==> config.mk <==
export PLATFORM = sky130hd
export DESIGN_NAME = uart_port_flat
export DESIGN_NICKNAME = d
export VERILOG_FILES = /design/src/rtl/uart_port_if.sv /design/src/rtl/uart_port.sv /design/src/flat_wrapper.sv
export SDC_FILE = /design/constraint.sdc
export NUM_CORES = 1
export LEC_CHECK = 0
export ABC_AREA = 1
export BUFFER_PORTS_ARGS = -buffer_cell sky130_fd_sc_hd__buf_2
export CORE_ASPECT_RATIO = 1.75
export CORE_MARGIN = 2
export CORE_UTILIZATION = 55
export DETAILED_ROUTE_END_ITERATION = 10
export PLACE_DENSITY = 0.76
export SYNTH_ARGS = -nofsm -noshare
export SYNTH_HDL_FRONTEND = slang
export SYNTH_SLANG_ARGS = --single-unit
==> constraint.sdc <==
create_clock -name clk -period 3.7 [get_ports clk]
set_input_delay 0.185 -clock clk [delete_from_list [all_inputs] [get_ports clk]]
set_output_delay 0.185 -clock clk [all_outputs]
set_load 0.01 [all_outputs]
==> src/rtl/uart_port_if.sv <==
// CPU-side handshake bundle for uart_port: byte write strobe/ready and held read request/ack.
interface uart_port_if;
  logic       uartWriteReq;
  logic [7:0] uartWriteData;
  logic       uartWriteReady;
  logic       uartReadReq;
  logic       uartReadAck;
  logic [7:0] uartReadData;

  modport master (
    output uartWriteReq, uartWriteData, uartReadReq,
    input  uartWriteReady, uartReadAck, uartReadData
  );

  modport slave (
    input  uartWriteReq, uartWriteData, uartReadReq,
    output uartWriteReady, uartReadAck, uartReadData
  );
endinterface

==> src/rtl/uart_port.sv <==
// 8N1 UART endpoint: CPU write handshake -> txd serialiser, rxd deserialiser -> RX FIFO -> CPU read handshake.
module uart_port #(
  parameter int CLKS_PER_BIT = 4,
  parameter int RX_DEPTH     = 4
) (
  input  logic       clk,
  input  logic       reset,
  uart_port_if.slave cpu,
  output logic       txd,
  input  logic       rxd,
  output logic       rxOverflow,
  output logic       rxFrameErr
);
  localparam int CW = $clog2(CLKS_PER_BIT);
  localparam int AW = $clog2(RX_DEPTH);
  localparam logic [CW-1:0] BIT_LAST = CW'(CLKS_PER_BIT - 1);
  localparam logic [CW-1:0] BIT_HALF = CW'(CLKS_PER_BIT / 2 - 1);

  typedef enum logic [1:0] {S_IDLE, S_START, S_DATA, S_STOP} state_e;

  // ---------------- TX ----------------
  state_e        tx_state_q, tx_state_d;
  logic [CW-1:0] tx_cnt_q, tx_cnt_d;
  logic [2:0]    tx_bit_q, tx_bit_d;
  logic [7:0]    tx_shift_q, tx_shift_d;
  logic          tx_txd_q, tx_txd_d;

  // NOTE: sequential state uses non-blocking assignments so every flop samples pre-edge values.
  always_ff @(posedge clk or posedge reset) begin
    if (reset) begin
      tx_state_q <= S_IDLE;
      tx_cnt_q   <= '0;
      tx_bit_q   <= '0;
      tx_shift_q <= '0;
      tx_txd_q   <= 1'b1;
    end else begin
      tx_state_q <= tx_state_d;
      tx_cnt_q   <= tx_cnt_d;
      tx_bit_q   <= tx_bit_d;
      tx_shift_q <= tx_shift_d;
      tx_txd_q   <= tx_txd_d;
    end
  end

  // NOTE: every always_comb output is defaulted first so no path can infer a latch.
  always_comb begin
    tx_state_d = tx_state_q;
    tx_cnt_d   = tx_cnt_q + CW'(1);
    tx_bit_d   = tx_bit_q;
    tx_shift_d = tx_shift_q;
    tx_txd_d   = tx_txd_q;
    case (tx_state_q)
      S_IDLE: begin
        tx_cnt_d = '0;
        if (cpu.uartWriteReq) begin
          tx_shift_d = cpu.uartWriteData;
          tx_state_d = S_START;
          tx_txd_d   = 1'b0;
        end
      end
      S_START: if (tx_cnt_q == BIT_LAST) begin
        tx_state_d = S_DATA;
        tx_cnt_d   = '0;
        tx_bit_d   = '0;
        tx_txd_d   = tx_shift_q[0];
      end
      S_DATA: if (tx_cnt_q == BIT_LAST) begin
        tx_cnt_d = '0;
        if (tx_bit_q == 3'd7) begin
          tx_state_d = S_STOP;
          tx_txd_d   = 1'b1;
        end else begin
          tx_bit_d   = tx_bit_q + 3'd1;
          tx_shift_d = {1'b0, tx_shift_q[7:1]};
          tx_txd_d   = tx_shift_q[1];
        end
      end
      S_STOP: if (tx_cnt_q == BIT_LAST) begin
        tx_state_d = S_IDLE;
        tx_cnt_d   = '0;
      end
      default: tx_state_d = S_IDLE;
    endcase
  end

  assign txd                = tx_txd_q;
  assign cpu.uartWriteReady = (tx_state_q == S_IDLE);

  // ---------------- RX ----------------
  logic          rxd_meta_q, rxd_sync_q, rxd_prev_q;
  state_e        rx_state_q, rx_state_d;
  logic [CW-1:0] rx_cnt_q, rx_cnt_d;
  logic [2:0]    rx_bit_q, rx_bit_d;
  logic [7:0]    rx_shift_q, rx_shift_d;
  logic          rx_push, rx_bad_stop;

  always_ff @(posedge clk or posedge reset) begin
    if (reset) begin
      rxd_meta_q <= 1'b1;
      rxd_sync_q <= 1'b1;
      rxd_prev_q <= 1'b1;
      rx_state_q <= S_IDLE;
      rx_cnt_q   <= '0;
      rx_bit_q   <= '0;
      rx_shift_q <= '0;
    end else begin
      rxd_meta_q <= rxd;
      rxd_sync_q <= rxd_meta_q;
      rxd_prev_q <= rxd_sync_q;
      rx_state_q <= rx_state_d;
      rx_cnt_q   <= rx_cnt_d;
      rx_bit_q   <= rx_bit_d;
      rx_shift_q <= rx_shift_d;
    end
  end

  // Start bit is re-checked at mid-bit; every later sample is one full bit period apart.
  always_comb begin
    rx_state_d  = rx_state_q;
    rx_cnt_d    = rx_cnt_q + CW'(1);
    rx_bit_d    = rx_bit_q;
    rx_shift_d  = rx_shift_q;
    rx_push     = 1'b0;
    rx_bad_stop = 1'b0;
    case (rx_state_q)
      S_IDLE: begin
        rx_cnt_d = '0;
        if (rxd_prev_q && !rxd_sync_q) rx_state_d = S_START;
      end
      S_START: if (rx_cnt_q == BIT_HALF) begin
        rx_cnt_d   = '0;
        rx_bit_d   = '0;
        rx_state_d = rxd_sync_q ? S_IDLE : S_DATA;
      end
      S_DATA: if (rx_cnt_q == BIT_LAST) begin
        rx_cnt_d   = '0;
        rx_shift_d = {rxd_sync_q, rx_shift_q[7:1]};
        if (rx_bit_q == 3'd7) rx_state_d = S_STOP;
        else                  rx_bit_d   = rx_bit_q + 3'd1;
      end
      S_STOP: if (rx_cnt_q == BIT_LAST) begin
        rx_state_d  = S_IDLE;
        rx_cnt_d    = '0;
        rx_push     = rxd_sync_q;
        rx_bad_stop = !rxd_sync_q;
      end
      default: rx_state_d = S_IDLE;
    endcase
  end

  // ---------------- RX FIFO and read handshake ----------------
  logic [7:0]  fifo_mem [RX_DEPTH];
  logic [AW:0] wr_ptr_q, rd_ptr_q;
  logic        fifo_full, fifo_empty, do_push, do_pop;
  logic        armed_q, ack_q, ovf_q, ferr_q;
  logic [7:0]  rdata_q;

  assign fifo_empty = (wr_ptr_q == rd_ptr_q);
  assign fifo_full  = (wr_ptr_q[AW] != rd_ptr_q[AW]) &&
                      (wr_ptr_q[AW-1:0] == rd_ptr_q[AW-1:0]);
  assign do_push    = rx_push && !fifo_full;
  assign do_pop     = cpu.uartReadReq && armed_q && !fifo_empty;

  // NOTE: the storage array is not reset; the pointers alone define which entries are valid.
  always_ff @(posedge clk) begin
    if (do_push) fifo_mem[wr_ptr_q[AW-1:0]] <= rx_shift_q;
  end

  always_ff @(posedge clk or posedge reset) begin
    if (reset) begin
      wr_ptr_q <= '0;
      rd_ptr_q <= '0;
      armed_q  <= 1'b1;
      ack_q    <= 1'b0;
      rdata_q  <= '0;
      ovf_q    <= 1'b0;
      ferr_q   <= 1'b0;
    end else begin
      ack_q  <= do_pop;
      ovf_q  <= ovf_q | (rx_push & fifo_full);
      ferr_q <= ferr_q | rx_bad_stop;
      if (do_push) wr_ptr_q <= wr_ptr_q + (AW+1)'(1);
      if (do_pop) begin
        rd_ptr_q <= rd_ptr_q + (AW+1)'(1);
        rdata_q  <= fifo_mem[rd_ptr_q[AW-1:0]];
        armed_q  <= 1'b0;
      end else if (!cpu.uartReadReq) begin
        armed_q  <= 1'b1;
      end
    end
  end

  assign cpu.uartReadAck  = ack_q;
  assign cpu.uartReadData = rdata_q;
  assign rxOverflow       = ovf_q;
  assign rxFrameErr       = ferr_q;
endmodule

==> src/flat_wrapper.sv <==
// flat-port wrapper written by rule: the top's interface ports become plain ports
module uart_port_flat 
#(
  parameter int CLKS_PER_BIT = 4,
  parameter int RX_DEPTH     = 4
)
  (clk, reset, txd, rxd, rxOverflow, rxFrameErr, cpu_uartWriteReq, cpu_uartWriteData, cpu_uartReadReq, cpu_uartWriteReady, cpu_uartReadAck, cpu_uartReadData);
  uart_port_if cpu_i ();
  input  logic clk;
  input  logic reset;
  output logic txd;
  input  logic rxd;
  output logic rxOverflow;
  output logic rxFrameErr;
  input wire logic [$bits(cpu_i.uartWriteReq)-1:0] cpu_uartWriteReq;
  input wire logic [$bits(cpu_i.uartWriteData)-1:0] cpu_uartWriteData;
  input wire logic [$bits(cpu_i.uartReadReq)-1:0] cpu_uartReadReq;
  output wire logic [$bits(cpu_i.uartWriteReady)-1:0] cpu_uartWriteReady;
  output wire logic [$bits(cpu_i.uartReadAck)-1:0] cpu_uartReadAck;
  output wire logic [$bits(cpu_i.uartReadData)-1:0] cpu_uartReadData;
  assign cpu_i.uartWriteReq = cpu_uartWriteReq;
  assign cpu_i.uartWriteData = cpu_uartWriteData;
  assign cpu_i.uartReadReq = cpu_uartReadReq;
  assign cpu_uartWriteReady = cpu_i.uartWriteReady;
  assign cpu_uartReadAck = cpu_i.uartReadAck;
  assign cpu_uartReadData = cpu_i.uartReadData;
  uart_port #(.CLKS_PER_BIT(CLKS_PER_BIT), .RX_DEPTH(RX_DEPTH)) u_core (.clk(clk), .reset(reset), .cpu(cpu_i), .txd(txd), .rxd(rxd), .rxOverflow(rxOverflow), .rxFrameErr(rxFrameErr));
endmodule
; Word-level counts from Yosys, hierarchy flattened
; Memories as Yosys holds them, arrays and structs flattened. A register that Yosys moved wholly into a read port is not among the register bits.
; Index checks and enable logic that the tools add are counted.
[word_totals]
output_inout_bits = 13
ramBits = 32
memories = 1
reg_bits = 44
elab_cells = 121
[memory_table]
columns = memory, words, width, read_ports, rd_ports_with_merged_regs, write_ports, line_no
row1 = u_core.fifo_mem, 4, 8, 1, 1, 1, uart_port.sv:152  ; logic [7:0] fifo_mem [RX_DEPTH];
[classes]
n_addsub = 6
mux = 43
bitwise_logic = 3
eq_ne = 27
reduce_logical = 23
[ops]
columns = cell, count
row1 = 2-to-1 mux 2 bit, 14
row2 = 2-to-1 mux 8 bit, 3
row3 = != test 2 x 1 -> 1 bit (second input constant), 10
row4 = 2-to-1 mux 3 bit, 6
row5 = one-hot mux 2 bit (4 select lines), 2
row6 = one-hot mux 8 bit (2 select lines), 1
row7 = AND reduction 4 bit, 4
row8 = adder 3 x 1 -> 3 bit (second input constant), 4
row9 = equality test 2 bit (second input constant), 6
row10 = 2-to-1 mux 1 bit, 12
row11 = one-hot mux 3 bit (2 select lines), 2
row12 = AND reduction 5 bit, 2
row13 = equality test 2 x 1 -> 1 bit (second input constant), 3
row14 = equality test 3 bit (second input constant), 2
row15 = != test 2 bit (second input constant), 3
row16 = one-hot mux 2 bit (3 select lines), 1
row17 = nonzero test 2 bit, 3
row18 = logical AND 1 bit, 5
row19 = adder 2 x 1 -> 2 bit (second input constant), 2
row20 = logical NOT 2 bit, 2
row21 = one-hot mux 2 bit (2 select lines), 1
row22 = equality test 3 bit, 1
row23 = logical NOT 1 bit, 3
row24 = one-hot mux 1 bit (3 select lines), 1
row25 = other kinds (8), 9

; Logic depth before layout (Yosys ltp)
; Gate-level depths: netlist of the first run.
[logic_depth]
word_depth = 6
depth_mapped = 9
ltp_nobuf = 9

; Worst setup path before layout of the first run
; OpenSTA, ideal clock, no wires.
[synth_path]
path_kind = reg2reg
start = register u_core.rx_cnt_q[0]
end = memory u_core.fifo_mem[0][0] (enable)
stages_incl_launch_ff = 7
t_required_ns = 3.329
path_buffers = 1
setup_time_ns = 0.371
arrival_ns = 1.452
setup_slack_ns = 1.878
path_cell_list = dfrtp_1 > ha_1 > buf_2 > nand2_1 > nor2_2 > nand2_2 > nor2_1
[synth_via]
elab_chain_cells = 6
[synth_rtl]
columns = item, line_no
row1 = "start, declared", uart_port.sv:92  ; logic [CW-1:0] rx_cnt_q, rx_cnt_d;
row2 = "start signal, assigned", uart_port.sv:111  ; rx_cnt_q <= rx_cnt_d;
row3 = equality test 2 bit, uart_port.sv:141  ; S_STOP: if (rx_cnt_q == BIT_LAST) begin
row4 = 2-to-1 mux 1 bit, uart_port.sv:141
row5 = 2-to-1 mux 1 bit, uart_port.sv:125  ; case (rx_state_q)
row6 = logical AND 1 bit, uart_port.sv:161  ; assign do_push = rx_push && !fifo_full;
row7 = 2-to-1 mux 1 bit, uart_port.sv:166  ; if (do_push) fifo_mem[wr_ptr_q[AW-1:0]] <= rx_shift_q;
row8 = 2-to-1 mux 1 bit (not written as such), uart_port.sv:166
row9 = "end, declared", uart_port.sv:152
; No other way between the ends.

; Worst setup path after layout of the first run
[layout_path]
start = register u_core.rd_ptr_q[0]
end = memory u_core.fifo_mem[1][6] (enable)
[layout_via]
elab_chain_cells = 6
[layout_rtl]
columns = item, line_no
row1 = "start, declared", uart_port.sv:153  ; logic [AW:0] wr_ptr_q, rd_ptr_q;
row2 = "start signal, assigned", uart_port.sv:184  ; rd_ptr_q <= rd_ptr_q + (AW+1)'(1);
row3 = equality test 2 bit, uart_port.sv:160  ; (wr_ptr_q[AW-1:0] == rd_ptr_q[AW-1:0]);
row4 = logical AND 1 bit, uart_port.sv:159  ; assign fifo_full = (wr_ptr_q[AW] != rd_ptr_q[AW]) &&
row5 = logical NOT 1 bit, uart_port.sv:161
row6 = logical AND 1 bit, uart_port.sv:161
row7 = 2-to-1 mux 1 bit, uart_port.sv:166
row8 = 2-to-1 mux 1 bit (not written as such), uart_port.sv:166
; No other way between the ends.

==> metrics.md, run 1 <==
| Metric | Value |
|---|---|
| Max Fclk | 0.454 GHz |
| Sequential fraction of the synthesis area | 59.5% |
| Final Max Tran Viols | 0 |
| Max-cap violations | 0 |
| DRT Wirelength | roughly 7100 um |
| Count of state elements after synthesis | 84 |
| DR vias | 2593 |
| Worst-path clk slew | roughly 0.06 ns |
| Mapped Avg Cell Area | 9.84 um2 |
| Clk_lat worst skew | 0.34 ns |
| Post-Synth Adder-Cell Area | 6.24% |
| CP max FO | 20 |
| Critical path required time | 3.67 ns |
| Syn nets | 419 |
| Num Clock Sinks | 84 |
| Clock Path Buffers | 2 |
| Number of setup buffers added after CTS | 0 |
| VDD IR max | 0.000560 V |
| Delay-heaviest family, CP | simple AND/OR/NAND/NOR gates |
| FP Rows | 40 |
| Final clock skew | between 0.004 and 0.005 ns |
| Simple-gate share of the synthesized area | 20.6% |
| Pre-antenna DRT Iters | 4 |
| Chip Width | 66.9 um |
| CTS tree | done |
| Pin count of the biggest net entering global routing | 53 |
| Post-DR wirelength/cell | 14.1 um |
| Nets | 446 |
| Fillers | 568 |
| RSZ-0062 raised after global routing | no |
| RePlAce Congestion | 0.920 |
| Global route total overflow | 0 |
| Startpoint Class | flop |
| First-pass GRT wire length | ~12000 um |
| H-tree depth | 3 |
| Chip height | 114 um |
| CORE AREA | 6810 um2 |
| Leak pwr | 2.05 nW |
| Setup TNS | 0 ns |
| WP data arrival | approximately 2.2 ns |
| Min Hold Slack | slightly below 0.09 ns |
| Die area | 7640 um2 |
| Final-report hold violation count | 0 |
| Peak per-stage delay on the critical path | 0.76 ns |
| Number of global-route vias before repair | 2571 |
| Synthesized area | 3810 um2 |
| Largest family of logic cells by synthesized area | simple AND/OR/NAND/NOR gates |
| Synth Area in Compound Gates | 6.86% |
| Status | complete, no violations |
| Final Critical Period | ~2.2 ns |
| CTS Buf Count | 9 |
| # DRC | 0 |
| Synth Area in XOR/XNOR | 1.35% |
| Post-synthesis mux area share | 0% |
| PD cells | around 810 nW/um2 |
| Crit path kind | reg -> reg |
| CP max stage cell | dfrtp_1 |
| Worst Max-Slew Pin Slew | 1.09 ns |
| Root Driver | clkbuf_16 |
| I/O Buffers | 25 |
| Distinct cells, synth | 28 |
| Crit-path cells | xnor2_2, nand3_1, nand2_2, nor2_1 |
| Ys Warns | 0 |
| Mapped Cells | 387 |
| Initial DRC count | 134 |
| Boundary Pins | 26 |
| Final setup fails | 0 |
| Hold/Removal Path Class | in -> reg |
| Initial core utilization | 56.0% |
| Area added between synthesis and finish | 13.4% |
| Share of cells above drive strength 1 | 14.1% |
| Diodes inserted | 0 |
| Post-CTS Resized | 0 |
| Worst setup EP type | flop |
| Overall Global Routing Usage | 21.2% |
| Post-DP HPWL | 5120 um |
| Fin crit share | 59.5% |
| Slew HR | 27.5% |
| Initial antenna violation count | 0 |
| Antenna-violating nets left | 0 |
| Hold buffer count at CTS | 2 |
| Buf/Inv on CP | 0 |
| Vias per cell | 5.16 |
## final timing paths
check / to / cells after the start / from / slack (ns)
setup reg to reg: u_core.fifo_mem[1][6] / 4 / u_core.rd_ptr_q[0] / 1.50
hold reg to reg: u_core.rxd_sync_q / 0 / u_core.rxd_meta_q / 0.35
hold / removal: u_core.tx_shift_q[7] / 3 / cpu_uartWriteData[7] / 0.09
setup / recovery: u_core.fifo_mem[1][6] / 4 / u_core.rd_ptr_q[0] / 1.50
max in group asynchronous: u_core.cpu.uartReadData[1] / 2 / reset / 2.92
min in group asynchronous: u_core.rx_bit_q[0] / 2 / reset / 0.12
## power breakdown
group          internal [mW]  switching, mW
registers               1.17          0.181
logic                  0.406          0.717
clock network          0.659          0.360
total                   2.24           1.26
## per-stage QoR
step	util [%]	power (mW)	instances	cell area (um2)	worst slack, ns
2_1_floorplan	-	2.28	387	3810	1.88
3_3_place_gp	58.1	2.45	485	3960	1.65
3_5_place_dp	58.1	2.50	485	3960	1.51
4_1_cts	63.5	3.53	503	4320	1.51
5_1_grt	63.5	3.78	503	4320	1.33
6_report	63.5	3.50	503	4320	1.50
## worst register-to-register path, cell delays in order (launching register included)
cell and delay [ns]:
dfrtp_1 0.76, xnor2_2 0.16, nand3_1 0.22, nand2_2 0.15
nor2_1 0.54
## cell families (layout without fill, tap and decap cells)
group / Yosys count / in the layout
AO/OA/AOI/OAI: 46 / 46
adder cells (fa/ha/maj): 19 / 19
flip-flops: 84 / 84
buffers and inverters: 44 / 76
AND/OR/NAND/NOR: 189 / 189
XOR/XNOR: 5 / 5
## routing by layer
metal | up-vias | GRT usage (%) | routed length [um]
li1 | 1317 | - | -
met5 | - | 0 | 0
met3 | 18 | 5.70 | 214
met2 | 40 | 40.2 | 4150
met4 | 0 | 9.80 | 228
met1 | 1218 | 20.1 | 2490
## final cells by class
cell class / instances / area (um2) / area share, %
timing repair buffer: 27 / 145 / 3.36
sequential: 84 / 2270 / 52.5
inverter: 33 / 124 / 2.87
multi-input combinational: 259 / 1340 / 30.9
clock buffer: 10 / 229 / 5.30
tap: 84 / 105 / 2.43
clock inverter: 6 / 113 / 2.61
## placed cells by master, fill, tap and decap left out, types with 4 or more instances in the layout
cell type,n
nand2_1,95
inv_1,30
ha_1,19
nand3_1,32
clkbuf_16,9
dfstp_2,5
buf_2,25
a31oi_1,7
nand2_2,4
o21ai_0,28
dfrtp_1,47
edfxtp_1,32
nor2_1,53
## Yosys cell counts
| cell type | count | area [um2] |
|---|---|---|
| a21oi_1 | 3 | 15.0 |
| a31oi_1 | 7 | 43.8 |
| buf_1 | 1 | 3.75 |
| buf_2 | 3 | 15.0 |
| buf_4 | 4 | 30.0 |
| buf_6 | 3 | 33.8 |
| dfrtp_1 | 47 | 1180 |
| dfstp_2 | 5 | 131 |
| edfxtp_1 | 32 | 961 |
| ha_1 | 19 | 238 |
| inv_1 | 31 | 116 |
| inv_2 | 2 | 7.51 |
| nand2_1 | 95 | 357 |
| nand2_2 | 4 | 25.0 |
| nand3_1 | 32 | 160 |
| nand3_2 | 1 | 10.0 |
| nor2_1 | 53 | 199 |
| nor2_2 | 1 | 6.26 |
| nor2_4 | 2 | 22.5 |
| nor3_1 | 1 | 5.00 |
| o211ai_1 | 1 | 7.51 |
| o21ai_0 | 28 | 140 |
| o21ai_2 | 2 | 17.5 |
| o21bai_1 | 3 | 22.5 |
| o31ai_1 | 2 | 15.0 |
| xnor2_1 | 2 | 17.5 |
| xnor2_2 | 1 | 16.3 |
| xor2_1 | 2 | 17.5 |
## registers in the layout, indices dropped and copies added (netlist names), 2 cells and up, named ones only
name / count
u_core.fifo_mem: 32
u_core.cpu.uartReadData: 8
u_core.rx_shift_q: 8
u_core.tx_shift_q: 8
u_core.rd_ptr_q: 3
u_core.rx_bit_q: 3
u_core.tx_bit_q: 3
u_core.wr_ptr_q: 3
u_core.rx_cnt_q: 2
u_core.tx_cnt_q: 2
u_core.tx_state_q: 2
No activity file was read; power rests on OpenSTA's default activity.
==> run 2: changes to the inputs <==
--- a/config.mk
+++ b/config.mk
@@ -5,13 +5,13 @@
 export SDC_FILE = /design/constraint.sdc
 export NUM_CORES = 1
 export LEC_CHECK = 0
-export ABC_AREA = 1
+export ABC_AREA = 0
 export BUFFER_PORTS_ARGS = -buffer_cell sky130_fd_sc_hd__buf_2
 export CORE_ASPECT_RATIO = 1.75
 export CORE_MARGIN = 2
-export CORE_UTILIZATION = 55
+export CORE_UTILIZATION = 54
 export DETAILED_ROUTE_END_ITERATION = 10
-export PLACE_DENSITY = 0.76
+export PLACE_DENSITY = 0.77
 export SYNTH_ARGS = -nofsm -noshare
 export SYNTH_HDL_FRONTEND = slang
 export SYNTH_SLANG_ARGS = --single-unit
==> constraint.sdc (replaced) <==
create_clock -name clk -period 1.8 [get_ports clk]
set_input_delay 0.09 -clock clk [delete_from_list [all_inputs] [get_ports clk]]
set_output_delay 0.09 -clock clk [all_outputs]
set_load 0.01 [all_outputs]
==> run 2 against run 1 <==
Net effect: sequential power is 110% higher; core utilization is 3.9 points higher; power is 120% higher; flip-flop and latch count stayed put; worst hold slack worse by 0.016 ns; setup slack worse by 1.4 ns; synthesized cell count is 38% lower; largest cell class unchanged.
==> metrics.md, run 2 <==
| Metric | Value |
|---|---|
| Met3 routed wirelength | 189 um (-12%) |
| Count leader, synth | dfrtp_1 |
| Slew HR | 64.8% (+37 points) |
| Pin count of the biggest net entering global routing | 31 (-42%) |
| Final-report hold violation count | 0 (unchanged) |
| Delay-heaviest family, CP | simple AND/OR/NAND/NOR gates |
| WP data arrival | 1.78 ns (-0.39 ns) |
| Syn nets | 272 (-35%) |
| Sequential fraction of the synthesis area | 59.9% (+0.39 points) |
| Crit-path cells | ha_1, nand4_1, a31oi_4, and2_1, buf_12 |
| Post-DP HPWL | 4490 um (-12%) |
| Fin crit share | 96.0% (+37 points) |
| Ys flop type | dfrtp_1 |
| CTS Buf Count | 9 (unchanged) |
| Area added between synthesis and finish | 21.2% |
| Post-synth EDFFs | 32 (unchanged) |
| Status | complete, no violations |
| Boundary Pins | 26 (unchanged) |
| PD cells | 1680 nW/um2 (+110%) |
| Simple-gate share of the synthesized area | 4.89% (-16 points) |
| Top cell type's share of synthesized area | 31.1% (+0.20 points) |
| Highest routed layer | met4 |
| Die area | 7720 um2 (+1.1%) |
| Pre-antenna DRT Iters | 4 (unchanged) |
| First-pass GRT wire length | 10400 um (-12%) |
| Max Fclk | 0.579 GHz (+27%) |
| Number of global-route vias before repair | 2262 (-12%) |
| Share of cells above drive strength 1 | 39.9% (+26 points) |
| Final total power | 7.72 mW (+120%) |
| Chip height | 115 um (+0.57%) |
| Max-cap violations | 0 (unchanged) |
| Final Critical Period | 1.73 ns (-0.472 ns) |
| Count of state elements after synthesis | 84 (unchanged) |
| Clk_lat worst skew | 0.33 ns (about the same) |
| CTS tree | done |
| Buf/Inv on CP | 1 (+1) |
| Leak pwr | 1.98 nW (-3.2%) |
| Final setup fails | 0 (unchanged) |
| Post-synthesis mux area share | 17.3% (+17 points) |
| Post-Synth Adder-Cell Area | 6.28% (+0.041 points) |
| FP Rows | 40 (unchanged) |
| Synth Area in Compound Gates | 6.21% (-0.65 points) |
| Max reg flops | 32 (unchanged) |
| I/O Buffers | 25 (unchanged) |
| Distinct cells, synth | 45 (+61%) |
| DRT Wirelength | 6320 um (-11%) |
| Ys Warns | 0 (unchanged) |
| Clock Path Buffers | 2 (unchanged) |
| Final clock skew | 0.00561 ns (+0.000832 ns) |
| Antenna-violating nets left | 0 (unchanged) |
| Root Driver | clkbuf_16 |
| Worst Max-Slew Pin Slew | 0.527 ns (-0.559 ns) |
| Diodes inserted | 0 (unchanged) |
| Commonest cells after routing, fill and taps aside | dfrtp_1 (47), edfxtp_1 (32), mux2_2 (25), buf_2 (25), ha_1 (17) |
| CP max FO | 8 (-60%) |
| Largest area contributor in the synthesized netlist | dfrtp_1 |
| Synthesized area | 3780 um2 (-0.66%) |
| Most frequent cells after synthesis | dfrtp_1 (47), edfxtp_1 (32), mux2_2 (25) |
| Synth Area in XOR/XNOR | 2.84% (+1.5 points) |
| Initial core utilization | 55.6% (-0.37 points) |
| Global route total overflow | 0 (unchanged) |
| Nets | 325 (-27%) |
| RePlAce Congestion | 0.696 (-24%) |
| Post-DR wirelength/cell | 16.5 um (+18%) |
| Largest family of logic cells by synthesized area | multiplexers |
| Fillers | 492 (-13%) |
| Overall Global Routing Usage | 18.9% (-2.2 points) |
| DR vias | 2062 (-20%) |
| Initial DRC count | 89 (-34%) |
| Startpoint Class | flop |
| Chip Width | 67.3 um (+0.55%) |
| Mapped Cells | 240 (-38%) |
| Worst-path clk slew | 0.06 ns (about the same) |
| Mapped Avg Cell Area | 15.8 um2 (+60%) |
| Hold/Removal Path Class | in -> reg |
| Initial antenna violation count | 0 (unchanged) |
| Ranking of synthesized cells by area | dfrtp_1 (31%), edfxtp_1 (25%), mux2_2 (7.4%) |
| M1 wire length | 2190 um (-12%) |
| Met2 wire len | 3770 um (-9.0%) |
| Vias per cell | 5.40 (+4.7%) |
| Peak per-stage delay on the critical path | 0.39 ns (-0.37 ns) |
| Most common cell after layout, fill and taps aside | dfrtp_1 |
| Critical path required time | 1.85 ns (-1.82 ns) |
| Post-synth ARST share | 61.9% (unchanged) |
| H-tree depth | 3 (unchanged) |
| VDD IR max | 0.000875 V (+56%) |
| Worst setup EP type | flop |
| Crit path kind | reg -> reg |
| Num Clock Sinks | 84 (unchanged) |
| Setup TNS | 0 ns (unchanged) |
| CORE AREA | 6810 um2 (unchanged) |
| CP max stage cell | dfrtp_1 |
| # DRC | 0 (unchanged) |
| Final Max Tran Viols | 0 (unchanged) |
run 2: cell count changes after synthesis, moves of 4 or more:
cell,before,now
o21ai_0,28,4
a31oi_1,7,1
nand2_1,95,8
nor2b_1,0,4
mux2i_1,0,5
nor2_1,53,4
mux2_4,0,8
mux4_2,0,8
inv_1,31,13
mux2_2,0,25
nand2_2,4,0
a22o_1,0,6
nand3_1,32,1
nand2b_1,0,4
run 2: repair_timing:
action / in CTS / in global routing
buffers inserted: 0 / 2
endpoints found under the hold margin: 21 / 0
hold buffers: 3 / 0
resized for setup: 0 / 5
setup endpoints to repair: 0 / 30
run 2: layer usage:
layer / vias to the layer above / global-route usage [%]
met5: - / 0
met3: 14 / 5.97
met2: 35 / 34.7
met1: 1022 / 18.0
met4: 0 / 10.1
li1: 991 / -
run 2: report_power, final:
| group | total (mW) | switching [mW] | leakage [nW] | internal, mW |
|---|---|---|---|---|
| clock network | 1.90 | 0.690 | 0.151 | 1.21 |
| registers | 2.86 | 0.350 | 0.948 | 2.51 |
| logic | 2.95 | 1.34 | 0.886 | 1.61 |
run 2: cell type report:
cell class | count | area [um2] | area share, %
flip-flops and latches | 84 | 2270 | 49.5
inverters | 13 | 48.8 | 1.06
multi-input cells | 136 | 1450 | 31.6
clock inverters | 5 | 77.6 | 1.69
clock buffers | 11 | 233 | 5.08
well taps | 84 | 105 | 2.29
repair buffers | 49 | 404 | 8.81
run 2: path summary, 6_finish.rpt:
path / from / slack, ns / cells past startpoint / to
worst max-delay path: u_core.rx_cnt_q[1] / 0.07 / 5 / u_core.fifo_mem[0][4]
worst min-delay path: cpu_uartWriteData[7] / 0.07 / 3 / u_core.tx_shift_q[7]
worst max register to register: u_core.rx_cnt_q[1] / 0.07 / 5 / u_core.fifo_mem[0][4]
worst min register to register: u_core.rxd_meta_q / 0.36 / 0 / u_core.rxd_sync_q
max in group asynchronous: reset / 0.85 / 4 / u_core.txd
min in group asynchronous: reset / 0.34 / 3 / u_core.rxOverflow
run 2: tightest hold or removal path, delay by kind of cell:
kind / cells / cell delay, ns
buffers and inverters: 1 / 0.08
AND/OR/NAND/NOR: 1 / 0.09
AO/OA/AOI/OAI: 1 / 0.10
run 2: metrics by stage:
step	utilization, %	cells	instance area [um2]	hold WS, ns	setup WS (ns)
final	67.4	382	4590	0.0709	0.0714
after global routing	67.4	382	4590	0.0711	-0.00830
after CTS	66.8	380	4550	0.0604	0.0161
after detailed placement	61.8	361	4210	0.156	0.0333
after global placement	61.8	361	4210	0.151	0.0751
after floorplan	-	240	3790	0.0945	0.0316
run 2: cell families (layout without fill, tap and decap cells):
logic type	Yosys count	count (layout)
DFF	84	84
muxes	48	48
and+or+nand+nor	33	33
AOI/OAI and AO/OA	28	28
buffers and inverters	20	78
adders and majority gates	19	19
xor gates and xnor gates	8	8
